[config.mk]
export PLATFORM = sky130hd
export DESIGN_NAME = mult_div_unit
export DESIGN_NICKNAME = d
export VERILOG_FILES = /design/src/rtl/mdu_pkg.sv /design/src/rtl/mdu_div_step.sv /design/src/rtl/mult_div_unit.sv
export SDC_FILE = /design/constraint.sdc
export NUM_CORES = 1
export LEC_CHECK = 0
export CORE_UTILIZATION = 25
export DETAILED_ROUTE_END_ITERATION = 10
export PLACE_DENSITY = 0.51
export SLEW_MARGIN = 20
export SYNTH_ARGS = -nofsm -noshare
export SYNTH_HDL_FRONTEND = slang
export SYNTH_HIERARCHICAL = 1
export SYNTH_SLANG_ARGS = --single-unit
[constraint.sdc]
create_clock -name clk -period 7.6 [get_ports clk]
set_input_delay 0.76 -clock clk [delete_from_list [all_inputs] [get_ports clk]]
set_output_delay 0.76 -clock clk [all_outputs]
set_load 0.02 [all_outputs]
[src/rtl/mdu_pkg.sv]
// Shared definitions for the iterative multiply/divide unit.
// Op encodings, FSM states, default width and divide-by-zero quotient.
package mdu_pkg;

  localparam int MDU_WIDTH = 32;

  localparam logic [1:0] MDU_MULT  = 2'b00;
  localparam logic [1:0] MDU_MULTU = 2'b01;
  localparam logic [1:0] MDU_DIV   = 2'b10;
  localparam logic [1:0] MDU_DIVU  = 2'b11;

  localparam logic [MDU_WIDTH-1:0] MDU_DIV0_QUO = '1;

  typedef enum logic [1:0] {
    IDLE,
    RUN,
    FIX
  } mdu_state_e;

  function automatic logic op_is_signed(input logic [1:0] op);
    return (op == MDU_MULT) || (op == MDU_DIV);
  endfunction

  function automatic logic op_is_div(input logic [1:0] op);
    return (op == MDU_DIV) || (op == MDU_DIVU);
  endfunction

endpackage

[src/rtl/mdu_div_step.sv]
// One restoring-division step on unsigned magnitudes.
// Shifts {rem,quo} left by one and subtracts the divisor when it fits.
module mdu_div_step
  import mdu_pkg::*;
#(
  parameter int WIDTH = MDU_WIDTH
) (
  input  logic [WIDTH-1:0] i_rem,
  input  logic [WIDTH-1:0] i_quo,
  input  logic [WIDTH-1:0] i_div,
  output logic [WIDTH-1:0] o_rem,
  output logic [WIDTH-1:0] o_quo
);

  logic [WIDTH:0]   w_sh;
  logic [WIDTH-1:0] w_diff;
  logic             w_ge;

  // Partial remainder gains one dividend bit; it can exceed WIDTH bits.
  assign w_sh   = {i_rem, i_quo[WIDTH-1]};
  assign w_ge   = w_sh >= {1'b0, i_div};
  // True difference is below the divisor, so the low bits are exact.
  assign w_diff = w_sh[WIDTH-1:0] - i_div;
  assign o_rem  = w_ge ? w_diff : w_sh[WIDTH-1:0];
  assign o_quo  = {i_quo[WIDTH-2:0], w_ge};

endmodule

[src/rtl/mult_div_unit.sv]
// Iterative MULT/MULTU/DIV/DIVU engine with architectural HI/LO.
// Works on magnitudes for WIDTH steps, then fixes signs in one cycle.
module mult_div_unit
  import mdu_pkg::*;
#(
  parameter int WIDTH = MDU_WIDTH,
  parameter int CNT_W = $clog2(WIDTH)
) (
  input  logic             clk,
  input  logic             rst,
  input  logic             start,
  input  logic [1:0]       op,
  input  logic [WIDTH-1:0] src_a,
  input  logic [WIDTH-1:0] src_b,
  input  logic             mthi,
  input  logic             mtlo,
  input  logic [WIDTH-1:0] wdata,
  output logic [WIDTH-1:0] hi,
  output logic [WIDTH-1:0] lo,
  output logic             busy,
  output logic             done
);

  mdu_state_e r_state;
  mdu_state_e w_next;

  logic [CNT_W-1:0] r_cnt;
  logic [WIDTH-1:0] r_hi;
  logic [WIDTH-1:0] r_lo;
  logic [WIDTH-1:0] r_hw;
  logic [WIDTH-1:0] r_lw;
  logic [WIDTH-1:0] r_opb;
  logic [WIDTH-1:0] r_src_a;
  logic             r_sa;
  logic             r_sb;
  logic             r_div;
  logic             r_done;

  logic             w_sgn;
  logic             w_sa;
  logic             w_sb;
  logic [WIDTH-1:0] w_mag_a;
  logic [WIDTH-1:0] w_mag_b;
  logic [WIDTH:0]   w_sum;
  logic [WIDTH-1:0] w_mul_hw;
  logic [WIDTH-1:0] w_mul_lw;
  logic [WIDTH-1:0] w_div_rem;
  logic [WIDTH-1:0] w_div_quo;
  logic [2*WIDTH-1:0] w_prod;
  logic [2*WIDTH-1:0] w_prod_fix;
  logic [WIDTH-1:0] w_quo_fix;
  logic [WIDTH-1:0] w_rem_fix;
  logic             w_dz;
  logic             w_last;

  assign w_sgn   = op_is_signed(op);
  assign w_sa    = w_sgn & src_a[WIDTH-1];
  assign w_sb    = w_sgn & src_b[WIDTH-1];
  assign w_mag_a = w_sa ? -src_a : src_a;
  assign w_mag_b = w_sb ? -src_b : src_b;

  // Shift-add: carry out of the add drops into the upper product half.
  assign w_sum    = {1'b0, r_hw} + (r_lw[0] ? {1'b0, r_opb} : '0);
  assign w_mul_hw = w_sum[WIDTH:1];
  assign w_mul_lw = {w_sum[0], r_lw[WIDTH-1:1]};

  mdu_div_step #(
    .WIDTH (WIDTH)
  ) u_div_step (
    .i_rem (r_hw),
    .i_quo (r_lw),
    .i_div (r_opb),
    .o_rem (w_div_rem),
    .o_quo (w_div_quo)
  );

  assign w_prod     = {r_hw, r_lw};
  assign w_prod_fix = (r_sa ^ r_sb) ? -w_prod : w_prod;
  assign w_quo_fix  = (r_sa ^ r_sb) ? -r_lw : r_lw;
  assign w_rem_fix  = r_sa ? -r_hw : r_hw;
  assign w_dz       = (r_opb == '0);
  assign w_last     = (r_cnt == CNT_W'(WIDTH-1));

  assign busy = (r_state != IDLE);
  assign done = r_done;
  assign hi   = r_hi;
  assign lo   = r_lo;

  // State register
  always_ff @(posedge clk) begin
    if (!rst) r_state <= IDLE;
    else      r_state <= w_next;
  end

  // Next-state logic
  always_comb begin
    w_next = r_state;
    unique case (r_state)
      IDLE:    if (start) w_next = RUN;
      RUN:     if (w_last) w_next = FIX;
      FIX:     w_next = IDLE;
      default: w_next = IDLE;
    endcase
  end

  // Operand capture, iteration, result write-back and MT writes
  always_ff @(posedge clk) begin
    if (!rst) begin
      r_cnt   <= '0;
      r_hi    <= '0;
      r_lo    <= '0;
      r_hw    <= '0;
      r_lw    <= '0;
      r_opb   <= '0;
      r_src_a <= '0;
      r_sa    <= 1'b0;
      r_sb    <= 1'b0;
      r_div   <= 1'b0;
      r_done  <= 1'b0;
    end else begin
      r_done <= 1'b0;
      unique case (r_state)
        IDLE: begin
          if (mthi) r_hi <= wdata;
          if (mtlo) r_lo <= wdata;
          if (start) begin
            r_cnt   <= '0;
            r_hw    <= '0;
            r_lw    <= op_is_div(op) ? w_mag_a : w_mag_b;
            r_opb   <= op_is_div(op) ? w_mag_b : w_mag_a;
            r_src_a <= src_a;
            r_sa    <= w_sa;
            r_sb    <= w_sb;
            r_div   <= op_is_div(op);
          end
        end
        RUN: begin
          if (r_div) begin
            r_hw <= w_div_rem;
            r_lw <= w_div_quo;
          end else begin
            r_hw <= w_mul_hw;
            r_lw <= w_mul_lw;
          end
          r_cnt <= r_cnt + CNT_W'(1);
        end
        FIX: begin
          r_done <= 1'b1;
          if (!r_div) begin
            {r_hi, r_lo} <= w_prod_fix;
          end else if (w_dz) begin
            r_lo <= WIDTH'(MDU_DIV0_QUO);
            r_hi <= r_src_a;
          end else begin
            r_lo <= w_quo_fix;
            r_hi <= w_rem_fix;
          end
        end
        default: ;
      endcase
    end
  end

endmodule

### Yosys cells after proc, flatten, opt, wreduce, memory -nomap -nowiden

Cells that the tools add are included.

| word-level totals | value |
|---|---|
| bits of input ports | 103 |
| word-level logic and storage cells | 75 |
| output and inout port bits | 66 |
| register bits after elaboration | 203 |

| operators by class | value |
|---|---|
| bitwise logic cells | 3 |
| add/sub/neg operators | 8 |
| reductions and logical operators | 13 |
| multiplexer cells | 29 |
| order comparisons | 1 |
| eq/ne operators | 9 |

Operators with widths:

| kind | count |
|---|---|
| 32-bit two-way mux | 18 |
| 32-bit case mux with 2 select lines | 4 |
| 32-bit negator | 4 |
| 64-bit two-way mux | 1 |
| 64-bit negator | 1 |
| 32-bit by 32-bit adder with 33-bit output | 1 |
| 33-bit by 32-bit >= comparator with 1-bit output | 1 |
| 32-bit logical NOT | 1 |
| 32-bit subtractor | 1 |
| 5-bit case mux with 2 select lines | 1 |
| 2-bit AND reduction | 5 |
| 2-bit inequality test (second input constant) | 4 |
| 2-bit == test (second input constant) | 3 |
| 2-bit nonzero test | 3 |
| 5-bit by 1-bit adder with 5-bit output (second input constant) | 1 |
| 5-bit == test (second input constant) | 1 |
| 5-bit two-way mux | 1 |
| 2-bit logical NOT | 2 |
| 2-bit two-way mux | 2 |
| 2-bit case mux with 2 select lines | 1 |
| 1-bit AND | 2 |
| 2-bit by 1-bit == test with 1-bit output (second input constant) | 1 |
| 1-bit logical OR | 2 |
| 1-bit two-way mux | 1 |
| 1-bit XOR | 1 |

### Depth between registers and ports, before layout

Gate-level depths: netlist of the first run.

| depth | value |
|---|---|
| depth after elaboration | 7 |
| depth in mapped cells | 18 |
| depth with buffers taken out | 15 |

### Modules after synthesis

Netlist of the first run, hierarchy kept.

Modules (own cells, without submodules):

| module | instances | cells an instance | area an instance (um^2) |
|---|---|---|---|
| mult_div_unit | 1 | 1,983 | 15,011.9 |
| mdu_div_step | 1 | 355 | 2,571.2 |

### Worst setup path after synthesis of the first run

Ideal clock, no wire load.

| timing path | value |
|---|---|
| path type | register to register |
| from | reg r_hw[9] |
| to | reg r_hw[28] |
| data required time | 7.478 ns |
| cell stages (with the launch flop) | 16 |
| buffers on the path | 3 |
| setup slack | 4.170 ns |
| data arrival time | 3.309 ns |
| setup time | 0.122 ns |
| clock period less this slack | 3.430 ns |
| cells stage by stage | dfxtp_1 > ha_1 > clkbuf_1 > nand4_1 > a211oi_1 > or3_4 > nor4b_4 > o21ai_2 > a31oi_4 > o21a_4 > inv_2 > buf_6 > buf_12 > mux2_4 > a22o_1 > a221o_1 |

| on the way | value |
|---|---|
| word-level cells in the longest chain between the ends | 4 |
| elaborated cells on any way between the ends | 6 |
| those cells by class | 2 x add/sub; 1 x order compare; 3 x mux |

RTL lines:

| item | line | text |
|---|---|---|
| from (decl) | mult_div_unit.sv:30 | `logic [WIDTH-1:0] r_hw;` |
| from (signal assigned) | mult_div_unit.sv:139 | `r_hw <= w_div_rem;` |
| from (signal assigned) | mult_div_unit.sv:142 | `r_hw <= w_mul_hw;` |
| 33-bit by 32-bit >= comparator with 1-bit output | mdu_div_step.sv:21 | `assign w_ge = w_sh >= {1'b0, i_div};` |
| named net u_div_step.w_ge | mdu_div_step.sv:17 | `logic w_ge;` |
| 32-bit two-way mux | mdu_div_step.sv:24 | `assign o_rem = w_ge ? w_diff : w_sh[WIDTH-1:0];` |
| named net w_div_rem[28] | mult_div_unit.sv:47 | `logic [WIDTH-1:0] w_div_rem;` |
| 32-bit two-way mux | mult_div_unit.sv:138 | `if (r_div) begin` |
| 32-bit case mux with 2 select lines | mult_div_unit.sv:122 | `unique case (r_state)` |

The timed path passes the listed nets, and every way through them passes these cells.
A chain may end at the register's enable or synchronous reset.

### Worst setup path in the final report of the first run

| timing path | value |
|---|---|
| from | reg r_lw[0] |
| to | reg r_hw[31] |

| on the way | value |
|---|---|
| word-level cells in the longest chain between the ends | 4 |

RTL lines:

| item | line | text |
|---|---|---|
| from (decl) | mult_div_unit.sv:31 | `logic [WIDTH-1:0] r_lw;` |
| from (signal assigned) | mult_div_unit.sv:129 | `r_lw <= op_is_div(op) ? w_mag_a : w_mag_b;` |
| from (signal assigned) | mult_div_unit.sv:140 | `r_lw <= w_div_quo;` |
| from (signal assigned) | mult_div_unit.sv:143 | `r_lw <= w_mul_lw;` |
| 32-bit two-way mux | mult_div_unit.sv:63 | `assign w_sum = {1'b0, r_hw} + (r_lw[0] ? {1'b0, r_opb} : '0);` |
| 32-bit by 32-bit adder with 33-bit output | mult_div_unit.sv:63 |  |
| 32-bit two-way mux | mult_div_unit.sv:138 |  |
| 32-bit case mux with 2 select lines | mult_div_unit.sv:122 |  |

No other way between the ends.

==> results of run 1 <==
[through the flow]
stage               worst slack [ps]  total power, mW  util, %
global route                    3234            3.762    29.80
finish                          3488            3.612    29.80
CTS                             3471            3.613    29.79
global placement                3587            2.328    28.56
floorplan                       4170            1.946        -
detailed placement              3513            2.335    28.57
[final cells by class]
cell class	count	share of cell area, %
inverter	62	1.131
antenna	1	0.01216
sequential	203	19.76
clock inverter	11	0.8511
tap	931	5.660
multi-input combinational	1868	60.14
timing repair buffer	197	9.191
clock buffer	34	3.252
[metal layers]
layer	share of wire, %	up-vias
met1	46	8692
met3	6.7	126
met5	0	-
met2	44	678
li1	-	8419
met4	4.0	0
[power groups by stage]
| stage | combinational, mW | sequential (mW) | clock (mW) |
|---|---|---|---|
| after detailed placement | 1.06 | 1.28 | 0 |
| final | 1.08 | 1.26 | 1.28 |
| after global routing | 1.16 | 1.26 | 1.34 |
| after CTS | 1.06 | 1.25 | 1.30 |
| after floorplan | 0.710 | 1.24 | 0 |
| after global placement | 1.06 | 1.27 | 0 |
[cells by family after synthesis]
group,after synthesis,share of synthesized area (%)
AND/OR/NAND/NOR,812,22.78
adder cells (fa/ha/maj),72,5.209
multiplexers,84,5.266
flip-flops,203,23.11
buffers and inverters,267,6.732
XOR/XNOR,181,9.016
AO/OA/AOI/OAI,719,27.89
[placed cells by master (no fill, tap or decap), types with 50 or more instances in the layout]
cell,count
ha_1,70
xnor2_1,96
a21oi_1,184
dfxtp_1,202
clkdlybuf4s50_1,166
o21ai_0,121
nor2_1,179
inv_1,61
a21boi_0,82
nand2_1,296
and2_1,50
xor2_1,84
[worst paths after layout]
| path | startpoint | end | slack [ps] |
|---|---|---|---|
| min | hi[19] | hi[19] | 450 |
| max | r_lw[0] | r_hw[31] | 3490 |
| min reg2reg | hi[19] | hi[19] | 450 |
| max reg2reg | r_lw[0] | r_hw[31] | 3490 |
[sequential cells by signal, indices dropped and copies added (netlist names)]
| signal | count |
|---|---|
| hi | 32 |
| lo | 32 |
| r_hw | 32 |
| r_lw | 32 |
| r_opb | 32 |
| r_src_a | 32 |
| r_cnt | 5 |
| r_state | 2 |
| done | 1 |
| r_div | 1 |
| r_sa | 1 |
| r_sb | 1 |
[tightest hold or removal path, delay by kind of cell, from the launching register on]
kind / cells / cell delay (ps)
AOI/OAI and AO/OA: 1 / 50
DFF: 1 / 310
and+or+nand+nor: 1 / 50
==> metrics.yaml, run 1 <==
hold_depth: 2
multi_input_area_sq_um: 12380
busiest_layer: "met2"
drc: 0
clock_tree.root_cell: "clkbuf_16"
drive_above_1_share_pct: 7.074
fillers: 7458
r2r_cells: 13
setup_tns_ps: 0
yosys.area.top_type_share_pct: 23.11
grt_overflow: 0
cp_num_cells: 13
status: "complete, no violations"
crit_type: "reg2reg"
worstHoldPathType: "reg2reg"
critPathLaunchType: "register"
worstPathRequired_ps: 8050
antenna_found_initial: 2
grt_pass1_vias: 16940
ys_seq_area_share_pct: 23.11
synth_seq_cells: 203
drv_slew: 0
cts_tree: "yes"
p_leak_nw: 7.890
drt_wl_total_microns: 76240
crit_path_end_kind: "register"
antenna_left: 0
maxCapViolations: 0
setup_viol: 0
area.sequential_sq_um: 4068
seqPwrFrac_pct: 34.8
synth.largest_area_cell: "dfxtp_1"
tightest_slew_ps: 1114
met1_usage_pct: 29.15
fmax_mhz: 243.2
ir_worst_vdd_v: 0.0001559
synthToLayoutAreaGrowth_pct: 17.06
hold_violations: 0
synth-edff-count: 0
ys_top_cells_by_count: "nand2_1 (297), dfxtp_1 (203), a21oi_1 (184)"
fin_crit_sh_pct: 54.10
port_buffers: 168
design_area_sq_um: 20580
synthMostInstantiatedCell: "nand2_1"
arrival_ps: 4560
powerDensity_nw_per_um2: 175.5
yosysUniqueCellTypes: 91
period_minus_slack_ps: 4112
crit_chain: "buf_4, and2_1, ha_1, fa_1, a21o_1, a221oi_2, o21ai_0, a21o_1, a221oi_4, o21ai_1, a221oi_2, o211ai_1, a22o_1"
numCtsBuffers: 25
placed_cells: 3261
worst_clock_skew_ps: 27.43
p_switching_mw: 1.290
die_w_microns: 267.2
synth_cells: 2338
vias_per_cell: 5.417
first_pass_iters: 5
gp_congestion: 0.9429
cts_resized: 0
die-area_sq_um: 71400
die_h_microns: 267.2
fin_cells: 3307
clk_latency_ps: 580
hold_buffers: 0
synthesis.nets: 2513
rsz0062_at_grt: "false"
synth_warnings: 6
cts_buffer_depth: 3
vias: 17920
slowest_stage: "a221oi_2"
hpwl_microns: 58680
met3_usage_pct: 2.860
drtIter0Drc: 1493
fin_nets: 2532
cts_max_level: 1
grt_first_pass_wirelength_microns: 112400
whs_ps: 454.0
grt_usage_pct: 20.82
relSlewSlack_pct: 25.45
critPathMaxStageDelay_ps: 480
clkSlewWorstSetupHoldPaths_ps: 60
ys_async_sr_fraction_pct: 0
pwr-share-comb_pct: 29.8
synthTopCellsByArea: "dfxtp_1 (23%), nand2_1 (6.3%), a21oi_1 (5.2%)"
synthFlopType: "dfxtp_1"
path_delay_family: "compound AO/OA/AOI/OAI gates"
syn_area_per_cell_sq_um: 7.521
synth_area_sq_um: 17580
critPathMaxFanout: 37
clockPowerShare_pct: 35.4
placed_area_sq_um: 19730
core_sq_um: 69070
power_switching_share_pct: 35.71
post_cts_buffers: 0
wl_per_cell_microns: 23.05
clkSinkCount: 203
num_rows: 96
grt_max_degree: 103
crit_buf_inv: 1
start_util_pct: 25.46
io_pins: 169
met2_usage_pct: 31.89
internal_power_mw: 2.322
(Power assumes the default switching activity.)
==> inputs of run 2 (changes only) <==
Clock period 7.6 ns to 4 ns, I/O delays scaled along.
==> run 2 against run 1 <==
  * Sequential share of layout area is 0.64 points lower
  * Utilization grew 0.99 points
  * Setup slack lost 3300 ps
  * Combinational power grew 110%
  * Worst hold slack worse by 86 ps
  * Design area rose by 3.3%
  * Total power rose by 94%
  * Final cell count up 2.6%
  * Critical path type unchanged
  * Largest cell class unchanged
==> metrics.yaml, run 2 (synthesized netlist as in run 1, its figures left out) <==
status: "complete, no violations"
fin_cells: 3392  # +2.6%
port_buffers: 168  # unchanged
ir_worst_vdd_v: 0.0003068  # +97%
grt_overflow: 0  # unchanged
numCtsBuffers: 27  # +8.0%
clock_tree.root_cell: "clkbuf_16"
die-area_sq_um: 71400  # unchanged
cp-endpoint: "r_hw[28]"
wl_per_cell_microns: 23.48  # +1.8%
vias_per_cell: 5.432  # +0.26%
grt_max_degree: 69  # -33%
die_h_microns: 267.2  # unchanged
relSlewSlack_pct: 36.75  # +11 points
drtIter0Drc: 1676  # +12%
cts_buffer_depth: 3  # unchanged
final_common_cell: "nand2_1"
core_sq_um: 69070  # unchanged
hpwl_microns: 63460  # +8.1%
vias: 18420  # +2.8%
powerDensity_nw_per_um2: 329.7  # +88%
grt_pass1_vias: 17380  # +2.6%
gp_congestion: 0.9240  # -2.0%
rrSetupSlack_ps: 240  # -3250 ps
critPathMaxFanout: 25  # -32%
critPathMaxStageDelay_ps: 420  # -60 ps
synthToLayoutAreaGrowth_pct: 20.95
period_minus_slack_ps: 3765  # -346.6 ps
critPathLaunchType: "register"
whs_ps: 367.7  # -86.24 ps
cts_tree: "yes"
worst_clock_skew_ps: 12.56  # -14.87 ps
die_w_microns: 267.2  # unchanged
reg2reg_to: "r_hw[28]"
io_pins: 169  # unchanged
placed_area_sq_um: 20380  # +3.3%
design_area_sq_um: 21270  # +3.3%
crit_start: "r_opb[11]"
clkSlewWorstSetupHoldPaths_ps: 70  # about the same
placed_cells: 3344  # +2.5%
arrival_ps: 4230  # -330 ps
crit_chain: "inv_1, ha_1, nand4_1, nor3_2, o211ai_1, nor4b_4, o21ai_2, a31oi_4, o21a_4, inv_2, buf_12, mux2_4, a22o_1, a221o_1"
grt_first_pass_wirelength_microns: 115500  # +2.7%
first_pass_iters: 6  # +1
antenna_left: 0  # unchanged
worstHoldPathType: "in2reg"
setup_tns_ps: 0  # unchanged
fin_nets: 2617  # +3.4%
drc: 0  # unchanged
crit_type: "reg2reg"
maxCapViolations: 0  # unchanged
clk_latency_ps: 580  # about the same
drive_above_1_share_pct: 10.36  # +3.3 points
antenna_found_initial: 1  # -1
r2r_cells: 14  # +1
num_antenna_cells: 0  # -1
fmax_mhz: 265.6  # +9.2%
drv_slew: 0  # unchanged
clkSinkCount: 203  # unchanged
fin_crit_sh_pct: 94.12  # +40 points
drt_wl_total_microns: 79650  # +4.5%
rsz0062_at_grt: "false"
hold_violations: 0  # unchanged
r2r-start: "r_opb[11]"
grt_usage_pct: 21.61  # +0.79 points
crit_path_end_kind: "register"
worstPathRequired_ps: 4460  # -3590 ps
post_cts_buffers: 0  # unchanged
start_util_pct: 25.46  # unchanged
cts_max_level: 1  # unchanged
slowest_stage: "ha_1"
tightest_slew_ps: 948.7  # -165.4 ps
setup_viol: 0  # unchanged
layout_common_cells: "nand2_1 (296), dfxtp_1 (202), a21oi_1 (184)"
num_rows: 96  # unchanged
p_leak_nw: 8.354  # +5.9%
run 2: changes by cell type in the layout (fill, tap and decap cells not counted), moves of 2 or more:
cell	before	now
nor2_2	3	1
clkbuf_8	1	5
buf_4	30	110
buf_12	0	3
nor2_1	179	181
clkbuf_1	8	5
inv_6	0	2
bufinv_16	4	1
clkbuf_16	25	27
run 2: final cells by class:
class / instances / area, sq um
flip-flops and latches: 203 / 4068
inverters: 62 / 232.7
well taps: 931 / 1165
clock buffers: 37 / 763.2
repair buffers: 280 / 2552
clock inverters: 11 / 111.4
multi-input cells: 1868 / 12370
fillers: 7371 / 47800
run 2: timing repair:
action | 4_1_cts | 5_1_grt
resized for setup | 0 | 1
endpoints found under the setup margin | 0 | 17
hold buffers | 0 | 0
run 2: worst max-delay path, delay by kind of cell, from the launching register on:
kind	cells	cell delay [ps]
AOI/OAI and AO/OA	6	1280
adders and majority gates	1	420
buffers and inverters	3	430
DFF	1	380
muxes	1	320
and+or+nand+nor	3	790
run 2: layer usage:
metal,share of wire [%],wire length (microns),vias up,GRT usage [%]
met5,0.016,13,-,0
met4,2.9,2329,2,6.198
met3,6.5,5180,105,2.997
met2,46,36700,677,35.13
met1,44,35420,9036,29.49
li1,-,-,8604,-
run 2: per-stage QoR:
step                total power, mW  util, %  worst slack [ps]
floorplan                     3.697        -             569.5
global placement              4.559    29.51             288.8
detailed placement            4.568    29.51             129.7
CTS                           7.014    30.78             115.9
global route                  7.280    30.79             98.41
finish                        7.011    30.79             235.1
run 2: worst min-delay path by stage:
| stage | start | end | depth (start not counted) |
|---|---|---|---|
| finish | rst | hi[17] | 3 |
| detailed placement | r_cnt[3] | r_cnt[3] | 1 |
| floorplan | r_cnt[3] | r_cnt[3] | 1 |
| global route | rst | hi[17] | 3 |
| global placement | r_cnt[3] | r_cnt[3] | 1 |
| CTS | rst | hi[17] | 3 |
run 2: power breakdown:
group          internal, mW  total [mW]  switching (mW)  leakage [nW]
clock                  1.41        2.44            1.04         0.428
sequential             2.16        2.35           0.191          1.67
combinational         0.892        2.22            1.33          6.26
total                  4.45        7.01            2.56          8.35
==> inputs of run 3 (changes only) <==
Settings changed: PLACE_DENSITY 0.51 to 0.52, SYNTH_HIERARCHICAL 1 to not set.
==> run 3 against run 2 <==
  * Clock power hardly changed
  * Largest power group unchanged
  * Sequential share of layout area is 0.93 points higher
  * Largest cell class unchanged
  * Register-to-register slack better by 20 ps
  * Final cell count is 2.9% lower
  * Total power is 0.87% higher
  * Utilization hardly changed
  * Via count is 1.0% lower
  * Critical path type unchanged
  * Synthesized area is 5.3% lower
  * Synthesized cell count is 0.86% lower
  * Critical endpoint is now r_hw[29]
==> metrics.yaml, run 3 <==
status: "complete, no violations"
setup_viol: 0  # unchanged
r2r_cells: 13  # -1
clk_latency_ps: 560  # -20 ps
synthFlopType: "dfxtp_1"
internal_power_mw: 4.464  # +0.21%
crit_buf_inv: 1  # -2
post_cts_buffers: 0  # unchanged
worstPathRequired_ps: 4470  # about the same
synth.largest_area_cell: "dfxtp_1"
maxCapViolations: 0  # unchanged
grt_pass1_vias: 17470  # +0.55%
gp_congestion: 0.9502  # +2.8%
hold-path-endpoint: "r_lw[20]"
drive_above_1_share_pct: 7.119  # -3.2 points
placed_area_sq_um: 19390  # -4.9%
crit_type: "reg2reg"
rsz0062_at_grt: "false"
critPathLaunchType: "register"
num_antenna_cells: 0  # unchanged
grt_usage_pct: 22.01  # +0.40 points
cts_tree: "yes"
grt_first_pass_wirelength_microns: 112700  # -2.4%
hold_violations: 0  # unchanged
fin_crit_sh_pct: 93.63  # -0.50 points
drt_wl_total_microns: 76800  # -3.6%
final_common_cell: "nand2_1"
path_delay_family: "compound AO/OA/AOI/OAI gates"
period_minus_slack_ps: 3745  # -19.89 ps
rrSetupSlack_ps: 250  # +20 ps
clkSlewWorstSetupHoldPaths_ps: 60  # about the same
setup_tns_ps: 0  # unchanged
relSlewSlack_pct: 32.28  # -4.5 points
synth_area_sq_um: 16650  # -5.3%
vias_per_cell: 5.535  # +1.9%
p_switching_mw: 2.608  # +2.0%
crit_chain: "and2_1, ha_1, inv_1, fa_1, nand2b_1, a21oi_2, o32ai_2, o31ai_2, and3_1, o221ai_1, or4b_1, a2111o_1, a211oi_1"
synth_cells: 2318  # -0.86%
pwr-share-comb_pct: 31.9  # +0.2 points
fin_nets: 2586  # -1.2%
ys_async_sr_fraction_pct: 0  # unchanged
vias: 18230  # -1.0%
ys_top_cells_by_count: "nand2_1 (280), a21oi_1 (260), nor2_1 (228)"
yosys.area.top_type_share_pct: 24.40  # +1.3 points
yosysUniqueCellTypes: 82  # -9.9%
die-area_sq_um: 67650  # -5.2%
cts_buffer_depth: 3  # unchanged
clockPowerShare_pct: 34.9  # about the same
synth_seq_cells: 203  # unchanged
powerDensity_nw_per_um2: 348.8  # +5.8%
crit_path_end_kind: "register"
fmax_mhz: 267.0  # +0.53%
num_rows: 94  # -2.1%
hold_buffers: 0  # unchanged
p_leak_nw: 7.865  # -5.9%
start_util_pct: 25.29  # -0.17 points
worst_clock_skew_ps: 20.28  # +7.713 ps
grt_overflow: 0  # unchanged
synthTopCellsByArea: "dfxtp_1 (24%), a21oi_1 (7.8%), nand2_1 (6.3%)"
die_w_microns: 260.1  # -2.7%
synthToLayoutAreaGrowth_pct: 21.75
reg2reg_to: "r_hw[29]"
synth_warnings: 0  # -6
syn_area_per_cell_sq_um: 7.185  # -4.5%
power_switching_share_pct: 36.87  # +0.41 points
design_area_sq_um: 20280  # -4.7%
hold_depth: 3  # unchanged
r2r-start: "r_opb[0]"
arrival_ps: 4210  # -20 ps
die_h_microns: 260.1  # -2.7%
synthesis.nets: 2493  # -0.80%
post-place-ws_ps: 193.8  # +64.08 ps
core_sq_um: 65860  # -4.6%
seqPwrFrac_pct: 33.2  # -0.3 points
antenna_found_initial: 2  # +1
slowest_stage: "or4b_1"
ir_worst_vdd_v: 0.0002815  # -8.3%
layout_common_cells: "nand2_1 (279), a21oi_1 (259), nor2_1 (226)"
clock_tree.root_cell: "clkbuf_16"
ys_seq_area_share_pct: 24.40  # +1.3 points
critPathMaxStageDelay_ps: 590  # +170 ps
port_buffers: 168  # unchanged
antenna_left: 0  # unchanged
drv_slew: 0  # unchanged
hp-start: "op[1]"
synthMostInstantiatedCell: "nand2_1"
first_pass_iters: 5  # -1
cts_max_level: 1  # unchanged
drtIter0Drc: 1599  # -4.6%
io_pins: 169  # unchanged
numCtsBuffers: 26  # -3.7%
critPathMaxFanout: 5  # -80%
clkSinkCount: 203  # unchanged
wl_per_cell_microns: 23.31  # -0.70%
cts_resized: 0  # unchanged
grt_max_degree: 81  # +17%
setup_ws_ps: 254.9  # +19.89 ps
hpwl_microns: 60570  # -4.6%
drc: 0  # unchanged
tightest_slew_ps: 1016  # +67.09 ps
fillers: 7195  # -2.4%
synth-edff-count: 0  # unchanged
worstHoldPathType: "in2reg"
run 3: changes by cell type after synthesis, sizes merged, moves of 14 or more:
| cell | change |
|---|---|
| nor2b | -28 |
| nand2 | -16 |
| xor2 | +16 |
| buf | -32 |
| a21boi | -82 |
| and2 | -41 |
| nor2 | +46 |
| o21ai | +39 |
| mux2 | -30 |
| a22o | -28 |
| a21oi | +75 |
| a211o | -14 |
| a211oi | +30 |
run 3: tightest hold or removal path, stage by stage:
cell     delay, ps
buf_2          270
nand3_1        150
a31oi_1         70
run 3: power by group through the flow:
stage,Clock [mW],Sequential (mW),Combinational [mW]
detailed placement,0,2.38,2.21
CTS,2.50,2.34,2.22
global route,2.58,2.36,2.41
finish,2.47,2.35,2.26
floorplan,0,2.33,1.34
global placement,0,2.38,2.20
run 3: cell type report:
class	count	area, sq um	share of cell area [%]
multi-input cells	1856	11650	57.47
flip-flops and latches	203	4068	20.06
repair buffers	249	2317	11.43
well taps	864	1081	5.331
clock buffers	35	725.7	3.579
inverters	75	284.0	1.401
clock inverters	12	147.6	0.7281
run 3: layer usage:
layer	GRT usage, %	up-vias	part of all wire, %
li1	-	8575	-
met1	30.01	8923	45
met2	36.84	629	47
met3	2.554	101	5.5
met4	4.938	4	2.4
met5	0	-	0.033
run 3: cell families after synthesis:
| logic type | Yosys count | share of synthesized area [%] |
|---|---|---|
| compound gates | 761 | 28.91 |
| xor+xnor | 201 | 10.57 |
| fa+ha+maj | 72 | 5.499 |
| buf+inv | 259 | 5.965 |
| flops | 203 | 24.40 |
| mux | 47 | 2.930 |
| simple gates | 775 | 21.73 |
run 3: how the worst max path moves through the flow:
stage,depth (start not counted),startpoint,slack (ps),end
finish,13,r_opb[0],250,r_hw[29]
global route,13,r_opb[0],20,r_hw[29]
CTS,13,r_opb[0],180,r_hw[29]
detailed placement,13,r_opb[0],190,r_hw[29]
global placement,13,r_opb[0],270,r_hw[29]
floorplan,14,r_lw[0],450,r_hw[29]
run 3: through the flow:
step                utilization (%)  total power [mW]  hold WS, ps  instances
floorplan                         -             3.668        433.2       2318
global placement              29.44             4.582        441.6       3247
detailed placement            29.44             4.600        444.3       3247
CTS                           30.76             7.063        386.7       3294
global route                  30.79             7.360        443.6       3294
finish                        30.79             7.072        405.2       3294
